==> src/rtl/memory_controller_if.sv <==
// Cache-side and memory-side signal bundle for memory_controller.
// The slave modport is the controller's view; master is the caches/memory view.
interface memory_controller_if #(
  parameter int ADDRESS_SIZE    = 12,
  parameter int CACHE_LINE_SIZE = 128
);
  logic                       ic_req;
  logic [ADDRESS_SIZE-1:0]    ic_addr;
  logic                       ic_ready;
  logic [CACHE_LINE_SIZE-1:0] ic_data;

  logic                       dc_req;
  logic                       dc_we;
  logic [ADDRESS_SIZE-1:0]    dc_addr;
  logic [CACHE_LINE_SIZE-1:0] dc_wdata;
  logic                       dc_ready;
  logic [CACHE_LINE_SIZE-1:0] dc_data;

  logic                       mem_write_enable;
  logic                       mem_read_enable;
  logic [ADDRESS_SIZE-1:0]    mem_address;
  logic [CACHE_LINE_SIZE-1:0] mem_data_in;
  logic [CACHE_LINE_SIZE-1:0] mem_data_out;

  modport slave (
    input  ic_req, ic_addr, dc_req, dc_we, dc_addr, dc_wdata, mem_data_out,
    output ic_ready, ic_data, dc_ready, dc_data,
           mem_write_enable, mem_read_enable, mem_address, mem_data_in
  );

  modport master (
    output ic_req, ic_addr, dc_req, dc_we, dc_addr, dc_wdata, mem_data_out,
    input  ic_ready, ic_data, dc_ready, dc_data,
           mem_write_enable, mem_read_enable, mem_address, mem_data_in
  );
endinterface

==> src/rtl/memory_controller.sv <==
// Arbitrates I-cache and D-cache line requests (D-cache wins) onto one memory port,
// one transaction at a time: IDLE -> WAIT(LATENCY) -> ACCESS -> RESPOND -> DONE.
module memory_controller #(
  parameter int ADDRESS_SIZE    = 12,
  parameter int CACHE_LINE_SIZE = 128,
  parameter int LATENCY         = 5
) (
  input  logic                clock,
  input  logic                reset,
  memory_controller_if.slave  bus,
  output logic                busy
);

  localparam int OFFSET_BITS = $clog2(CACHE_LINE_SIZE / 8);
  localparam logic [ADDRESS_SIZE-1:0] ALIGN_MASK =
    ~((ADDRESS_SIZE'(1) << OFFSET_BITS) - ADDRESS_SIZE'(1));

  typedef enum logic [2:0] {
    S_IDLE, S_WAIT, S_ACCESS, S_RESPOND, S_DONE
  } state_e;

  state_e                     state_q, state_d;
  logic [7:0]                 cnt_q, cnt_d;
  logic                       owner_dc_q, owner_dc_d;
  logic                       we_q, we_d;
  logic [ADDRESS_SIZE-1:0]    addr_q, addr_d;
  logic [CACHE_LINE_SIZE-1:0] wdata_q, wdata_d;
  logic [CACHE_LINE_SIZE-1:0] ic_data_q, ic_data_d;
  logic [CACHE_LINE_SIZE-1:0] dc_data_q, dc_data_d;

  always_ff @(posedge clock) begin
    if (reset) begin
      state_q    <= S_IDLE;
      cnt_q      <= '0;
      owner_dc_q <= 1'b0;
      we_q       <= 1'b0;
      addr_q     <= '0;
      wdata_q    <= '0;
      ic_data_q  <= '0;
      dc_data_q  <= '0;
    end else begin
      state_q    <= state_d;
      cnt_q      <= cnt_d;
      owner_dc_q <= owner_dc_d;
      we_q       <= we_d;
      addr_q     <= addr_d;
      wdata_q    <= wdata_d;
      ic_data_q  <= ic_data_d;
      dc_data_q  <= dc_data_d;
    end
  end

  always_comb begin
    state_d    = state_q;
    cnt_d      = cnt_q;
    owner_dc_d = owner_dc_q;
    we_d       = we_q;
    addr_d     = addr_q;
    wdata_d    = wdata_q;
    ic_data_d  = ic_data_q;
    dc_data_d  = dc_data_q;
    case (state_q)
      S_IDLE: begin
        // Ready is only ever high in DONE, so IDLE never sees a stale held request.
        if (bus.dc_req) begin
          owner_dc_d = 1'b1;
          we_d       = bus.dc_we;
          addr_d     = bus.dc_addr & ALIGN_MASK;
          wdata_d    = bus.dc_wdata;
          cnt_d      = 8'(LATENCY - 1);
          state_d    = S_WAIT;
        end else if (bus.ic_req) begin
          owner_dc_d = 1'b0;
          we_d       = 1'b0;
          addr_d     = bus.ic_addr & ALIGN_MASK;
          wdata_d    = bus.dc_wdata;
          cnt_d      = 8'(LATENCY - 1);
          state_d    = S_WAIT;
        end
      end
      S_WAIT: begin
        if (cnt_q == 8'd0) state_d = S_ACCESS;
        else               cnt_d   = cnt_q - 8'd1;
      end
      S_ACCESS: state_d = S_RESPOND;
      S_RESPOND: begin
        if (!we_q) begin
          if (owner_dc_q) dc_data_d = bus.mem_data_out;
          else            ic_data_d = bus.mem_data_out;
        end
        state_d = S_DONE;
      end
      S_DONE:  state_d = S_IDLE;
      default: state_d = S_IDLE;
    endcase
  end

  assign bus.mem_read_enable  = (state_q == S_ACCESS) && !we_q;
  assign bus.mem_write_enable = (state_q == S_ACCESS) &&  we_q;
  assign bus.mem_address      = addr_q;
  assign bus.mem_data_in      = wdata_q;
  assign bus.dc_ready         = (state_q == S_DONE) &&  owner_dc_q;
  assign bus.ic_ready         = (state_q == S_DONE) && !owner_dc_q;
  assign bus.dc_data          = dc_data_q;
  assign bus.ic_data          = ic_data_q;
  assign busy                 = (state_q != S_IDLE);

endmodule

==> src/flat_wrapper.sv <==
// flat-port wrapper written by rule: the top's interface ports become plain ports
module memory_controller_flat 
#(
  parameter int ADDRESS_SIZE    = 12,
  parameter int CACHE_LINE_SIZE = 128,
  parameter int LATENCY         = 5
)
  (clock, reset, busy, bus_ic_req, bus_ic_addr, bus_dc_req, bus_dc_we, bus_dc_addr, bus_dc_wdata, bus_mem_data_out, bus_ic_ready, bus_ic_data, bus_dc_ready, bus_dc_data, bus_mem_write_enable, bus_mem_read_enable, bus_mem_address, bus_mem_data_in);
  memory_controller_if #(.ADDRESS_SIZE(ADDRESS_SIZE), .CACHE_LINE_SIZE(CACHE_LINE_SIZE)) bus_i ();
  input  logic clock;
  input  logic reset;
  output logic busy;
  input wire logic [$bits(bus_i.ic_req)-1:0] bus_ic_req;
  input wire logic [$bits(bus_i.ic_addr)-1:0] bus_ic_addr;
  input wire logic [$bits(bus_i.dc_req)-1:0] bus_dc_req;
  input wire logic [$bits(bus_i.dc_we)-1:0] bus_dc_we;
  input wire logic [$bits(bus_i.dc_addr)-1:0] bus_dc_addr;
  input wire logic [$bits(bus_i.dc_wdata)-1:0] bus_dc_wdata;
  input wire logic [$bits(bus_i.mem_data_out)-1:0] bus_mem_data_out;
  output wire logic [$bits(bus_i.ic_ready)-1:0] bus_ic_ready;
  output wire logic [$bits(bus_i.ic_data)-1:0] bus_ic_data;
  output wire logic [$bits(bus_i.dc_ready)-1:0] bus_dc_ready;
  output wire logic [$bits(bus_i.dc_data)-1:0] bus_dc_data;
  output wire logic [$bits(bus_i.mem_write_enable)-1:0] bus_mem_write_enable;
  output wire logic [$bits(bus_i.mem_read_enable)-1:0] bus_mem_read_enable;
  output wire logic [$bits(bus_i.mem_address)-1:0] bus_mem_address;
  output wire logic [$bits(bus_i.mem_data_in)-1:0] bus_mem_data_in;
  assign bus_i.ic_req = bus_ic_req;
  assign bus_i.ic_addr = bus_ic_addr;
  assign bus_i.dc_req = bus_dc_req;
  assign bus_i.dc_we = bus_dc_we;
  assign bus_i.dc_addr = bus_dc_addr;
  assign bus_i.dc_wdata = bus_dc_wdata;
  assign bus_i.mem_data_out = bus_mem_data_out;
  assign bus_ic_ready = bus_i.ic_ready;
  assign bus_ic_data = bus_i.ic_data;
  assign bus_dc_ready = bus_i.dc_ready;
  assign bus_dc_data = bus_i.dc_data;
  assign bus_mem_write_enable = bus_i.mem_write_enable;
  assign bus_mem_read_enable = bus_i.mem_read_enable;
  assign bus_mem_address = bus_i.mem_address;
  assign bus_mem_data_in = bus_i.mem_data_in;
  memory_controller #(.ADDRESS_SIZE(ADDRESS_SIZE), .CACHE_LINE_SIZE(CACHE_LINE_SIZE), .LATENCY(LATENCY)) u_core (.clock(clock), .reset(reset), .bus(bus_i), .busy(busy));
endmodule
==> config.mk <==
export PLATFORM = sky130hd
export DESIGN_NAME = memory_controller_flat
export DESIGN_NICKNAME = d
export VERILOG_FILES = /design/src/rtl/memory_controller_if.sv /design/src/rtl/memory_controller.sv /design/src/flat_wrapper.sv
export SDC_FILE = /design/constraint.sdc
export NUM_CORES = 1
export LEC_CHECK = 0
export CAP_MARGIN = 10
export CELL_PAD_IN_SITES_DETAIL_PLACEMENT = 1
export CELL_PAD_IN_SITES_GLOBAL_PLACEMENT = 1
export CORE_AREA = 4 4 261 263
export DETAILED_ROUTE_END_ITERATION = 12
export DIE_AREA = 0 0 265 267
export PLACE_DENSITY_LB_ADDON = 0.1
export SLEW_MARGIN = 20
export SYNTH_ARGS = -nofsm -noshare
export SYNTH_HDL_FRONTEND = slang
export SYNTH_SLANG_ARGS = --single-unit
export TNS_END_PERCENT = 100
==> constraint.sdc <==
create_clock -name clock -period 4.6 [get_ports clock]
set_input_delay 0.69 -clock clock [delete_from_list [all_inputs] [get_ports clock]]
set_output_delay 0.69 -clock clock [all_outputs]
set_load 0.03 [all_outputs]
==> results.py <==
metrics = {
    "clock_network": {
        "cts_tree": "yes",
        "clk_path_buf_depth": 3,
        "cts_setup_buffers": 0,
        "numCtsBuffers": 51,
        "hold_buffers": 0,
        "clock_latency_ns": 0.58,
        "cts_resized": 0,
        "root_buffer": "clkbuf_16",
        "htreeDepth": 2,
        "cts.sinks": 405,
        "path_clk_slew_ns": 0.06,
    },
    "critical_path": {
        "startpoint_type": "flop",
        "arrival_ns": 2.78,
        "crit_type": "reg2out",
        "reg2reg_from": "u_core.state_q[2]",
        "r2r_setup_slack_ns": 1.89,
        "rr_endpoint": "u_core.bus.mem_address[6]",
        "worstRegToRegCells": 5,
        "cp_max_fo": 57,
        "crit_required_ns": 3.91,
        "crit_path_end_kind": "output port",
        "startpoint": "u_core.state_q[2]",
        "endpoint": "busy",
    },
    "hold_path": {
        "min_from": "u_core.bus.dc_data[68]",
        "hp-class": "reg2reg",
    },
    "sta": {
        "timing.fmax_mhz": 287.9,
        "fin_crit_ns": 3.474,
        "finalCritPeriodShare": 0.7551,
        "setup_tns_ns": 0,
        "hold_violations": 0,
        "relSlewSlack": 0.2995,
        "tightestPinTransition_ns": 1.051,
        "rsz0062_at_grt": "false",
        "finalSetupViolCount": 0,
        "slew_violations": 0,
        "skew_ns": 0.01063,
    },
    "grt": {
        "groute.usage.overall": 0.1999,
        "grtUsageMet2": 0.3431,
        "use_met3": 0.07485,
        "grt_max_degree": 237,
        "grt.busiest_layer": "met2",
        "antenna_found_initial": 11,
        "gr-total-overflow": 0,
        "grt_pass1_vias": 17150,
        "grt.met1_usage": 0.2382,
        "grt_pass1_wl_um": 111100,
    },
    "status": {
        "status": "completed",
    },
    "synth": {
        "synth_area_mm2": 0.01556,
        "synth-async-reset-ratio": 0,
        "synthCells": 1892,
        "syn_avg_cell_area_um2": 8.223,
        "synth_edf_count": 0,
        "synthFlopType": "dfxtp_1",
        "ys_seq_area_frac": 0.5212,
        "synth_area_leaders": "dfxtp_1, a21oi_1, o21ai_0, nand3_1, clkbuf_1",
        "yosysWarnings": 0,
        "netlist.top_cell.by_area": "dfxtp_1",
        "synthDistinctLibCells": 42,
        "ys_seq_elements": 405,
        "yosysTopAreaCellShare": 0.5212,
    },
    "layout": {
        "layout.cells.non_filler": 3328,
        "area_growth_syn_to_layout_pct": 57.25,
        "nets": 2704,
        "drive_above_1_share": 0.05004,
        "fill_cells": 7501,
        "final_area_mm2": 0.02446,
    },
    "place": {
        "place_inst": 3228,
        "hpwl_um": 50890,
        "io_buffers": 673,
        "gp_congestion": 0.7844,
        "dpl_cell_area_mm2": 0.02276,
    },
    "power": {
        "p_leak_nw": 8.006,
        "power_density_mw_per_mm2": 427.2,
        "vdd_drop_max_mv": 0.2839,
    },
    "die": {
        "rows": 94,
        "ios": 686,
        "chipWidth_um": 265,
        "die_h_um": 267,
        "initial_core_util": 0.2371,
        "die_area_mm2": 0.07076,
        "design.core.area_mm2": 0.06563,
    },
    "route": {
        "drt_wl_total_um": 75230,
        "remaining_drc_errors": 0,
        "routedWlPerCell_um": 22.60,
        "via_per_inst": 4.962,
        "drtAntennaViolNets": 0,
        "drt_iter0_drc": 1054,
        "vias": 16513,
        "drtPass1Iterations": 7,
    },
    "job": {
        "cap_viol_max_count": 0,
    },
}
per-stage QoR:
stage | hold slack (ns) | utilization | total power, mW | setup WS [ns]
after floorplan | 0.4749 | - | 5.412 | 2.531
after global placement | 0.4603 | 0.3469 | 6.542 | 1.300
after detailed placement | 0.4679 | 0.3469 | 6.574 | 1.280
after CTS | 0.4749 | 0.3725 | 10.66 | 0.9904
after global routing | 0.4909 | 0.3726 | 10.99 | 0.8827
final | 0.4739 | 0.3728 | 10.45 | 1.126
cells in the final DEF (no fill, tap or decap), types with 2 or more instances in the layout:
cell	count
a211o_1	2
a211oi_1	13
a21oi_1	396
and3_1	2
buf_12	6
buf_4	16
clkbuf_1	8
clkbuf_16	53
clkbuf_8	17
clkdlybuf4s50_1	672
clkinv_2	13
clkinvlp_4	3
conb_1	4
dfxtp_1	404
diode_2	6
ha_1	2
inv_1	3
mux2i_1	14
nand3_1	385
nand4bb_1	2
nor2_1	8
nor2b_1	6
nor3_1	3
nor3b_1	2
o21ai_0	395
or4b_1	2
cell usage after synthesis, types with 2 or more instances:
| master | number |
|---|---|
| inv_2 | 2 |
| clkbuf_1 | 171 |
| and3_1 | 2 |
| a21oi_1 | 396 |
| nor2b_1 | 6 |
| nand3_1 | 385 |
| nor2_1 | 9 |
| nor3_1 | 3 |
| o21ai_0 | 395 |
| or4b_1 | 2 |
| dfxtp_1 | 405 |
| nor3b_1 | 2 |
| buf_2 | 46 |
| mux2i_1 | 14 |
| buf_1 | 6 |
| a211o_1 | 2 |
| inv_1 | 3 |
| ha_1 | 2 |
| a211oi_1 | 13 |
| nand4bb_1 | 3 |
| buf_4 | 4 |
routing by layer:
metal,up-vias,part of all wire
li1,7849,-
met1,8107,0.41
met2,449,0.49
met3,96,0.084
met4,12,0.019
met5,-,0.0010
area by class of cell:
class,count,area (um2),share of cell area
inverters,5,27.53,0.001125
clock inverters,16,91.34,0.003734
diodes,6,15.01,0.0006137
clock buffers,78,1590,0.06501
repair buffers,696,6993,0.2859
well taps,864,1081,0.04419
multi-input cells,1258,6554,0.2679
flip-flops and latches,405,8112,0.3316
flip-flops by register name, indices dropped and copies added, names as in the netlist:
signal and cells:
u_core.owner_dc_q 1, u_core.bus.mem_data_in 128, u_core.cnt_q 8, u_core.state_q 3
u_core.bus.dc_data 128, u_core.bus.mem_address 8, u_core.bus.ic_data 128, u_core.we_q 1
worst max-delay path, cell delays in order (launching register included):
cell and delay [ns]:
dfxtp_1 0.47, nor3_4 0.28, clkinv_2 0.59, clkdlybuf4s50_1 0.85
kinds of logic (layout without fill, tap and decap cells):
| group | after synthesis | after routing | synth area share |
|---|---|---|---|
| muxes | 14 | 14 | 0.009007 |
| adders and majority gates | 2 | 2 | 0.001608 |
| and+or+nand+nor | 426 | 426 | 0.1420 |
| AOI/OAI and AO/OA | 812 | 812 | 0.2653 |
| other | 1 | 10 | 0.0002410 |
| buffers and inverters | 232 | 795 | 0.06064 |
| DFF | 405 | 405 | 0.5212 |
worst min path at each step:
| stage | endpoint | slack, ns | depth (start not counted) |
|---|---|---|---|
| 3_5_place_dp | u_core.bus.ic_data[27] | 0.47 | 2 |
| 6_report | u_core.bus.dc_data[68] | 0.47 | 2 |
| 3_3_place_gp | u_core.bus.ic_data[0] | 0.46 | 2 |
| 4_1_cts | u_core.bus.ic_data[59] | 0.47 | 2 |
| 2_1_floorplan | u_core.we_q | 0.47 | 2 |
| 5_1_grt | u_core.bus.ic_data[13] | 0.49 | 2 |
where the power goes:
group | switching (mW) | internal, mW
clock network | 1.61 | 2.37
registers | 0.168 | 3.76
logic | 1.64 | 0.900
total | 3.42 | 7.03
No activity file was read; power rests on OpenSTA's default activity.
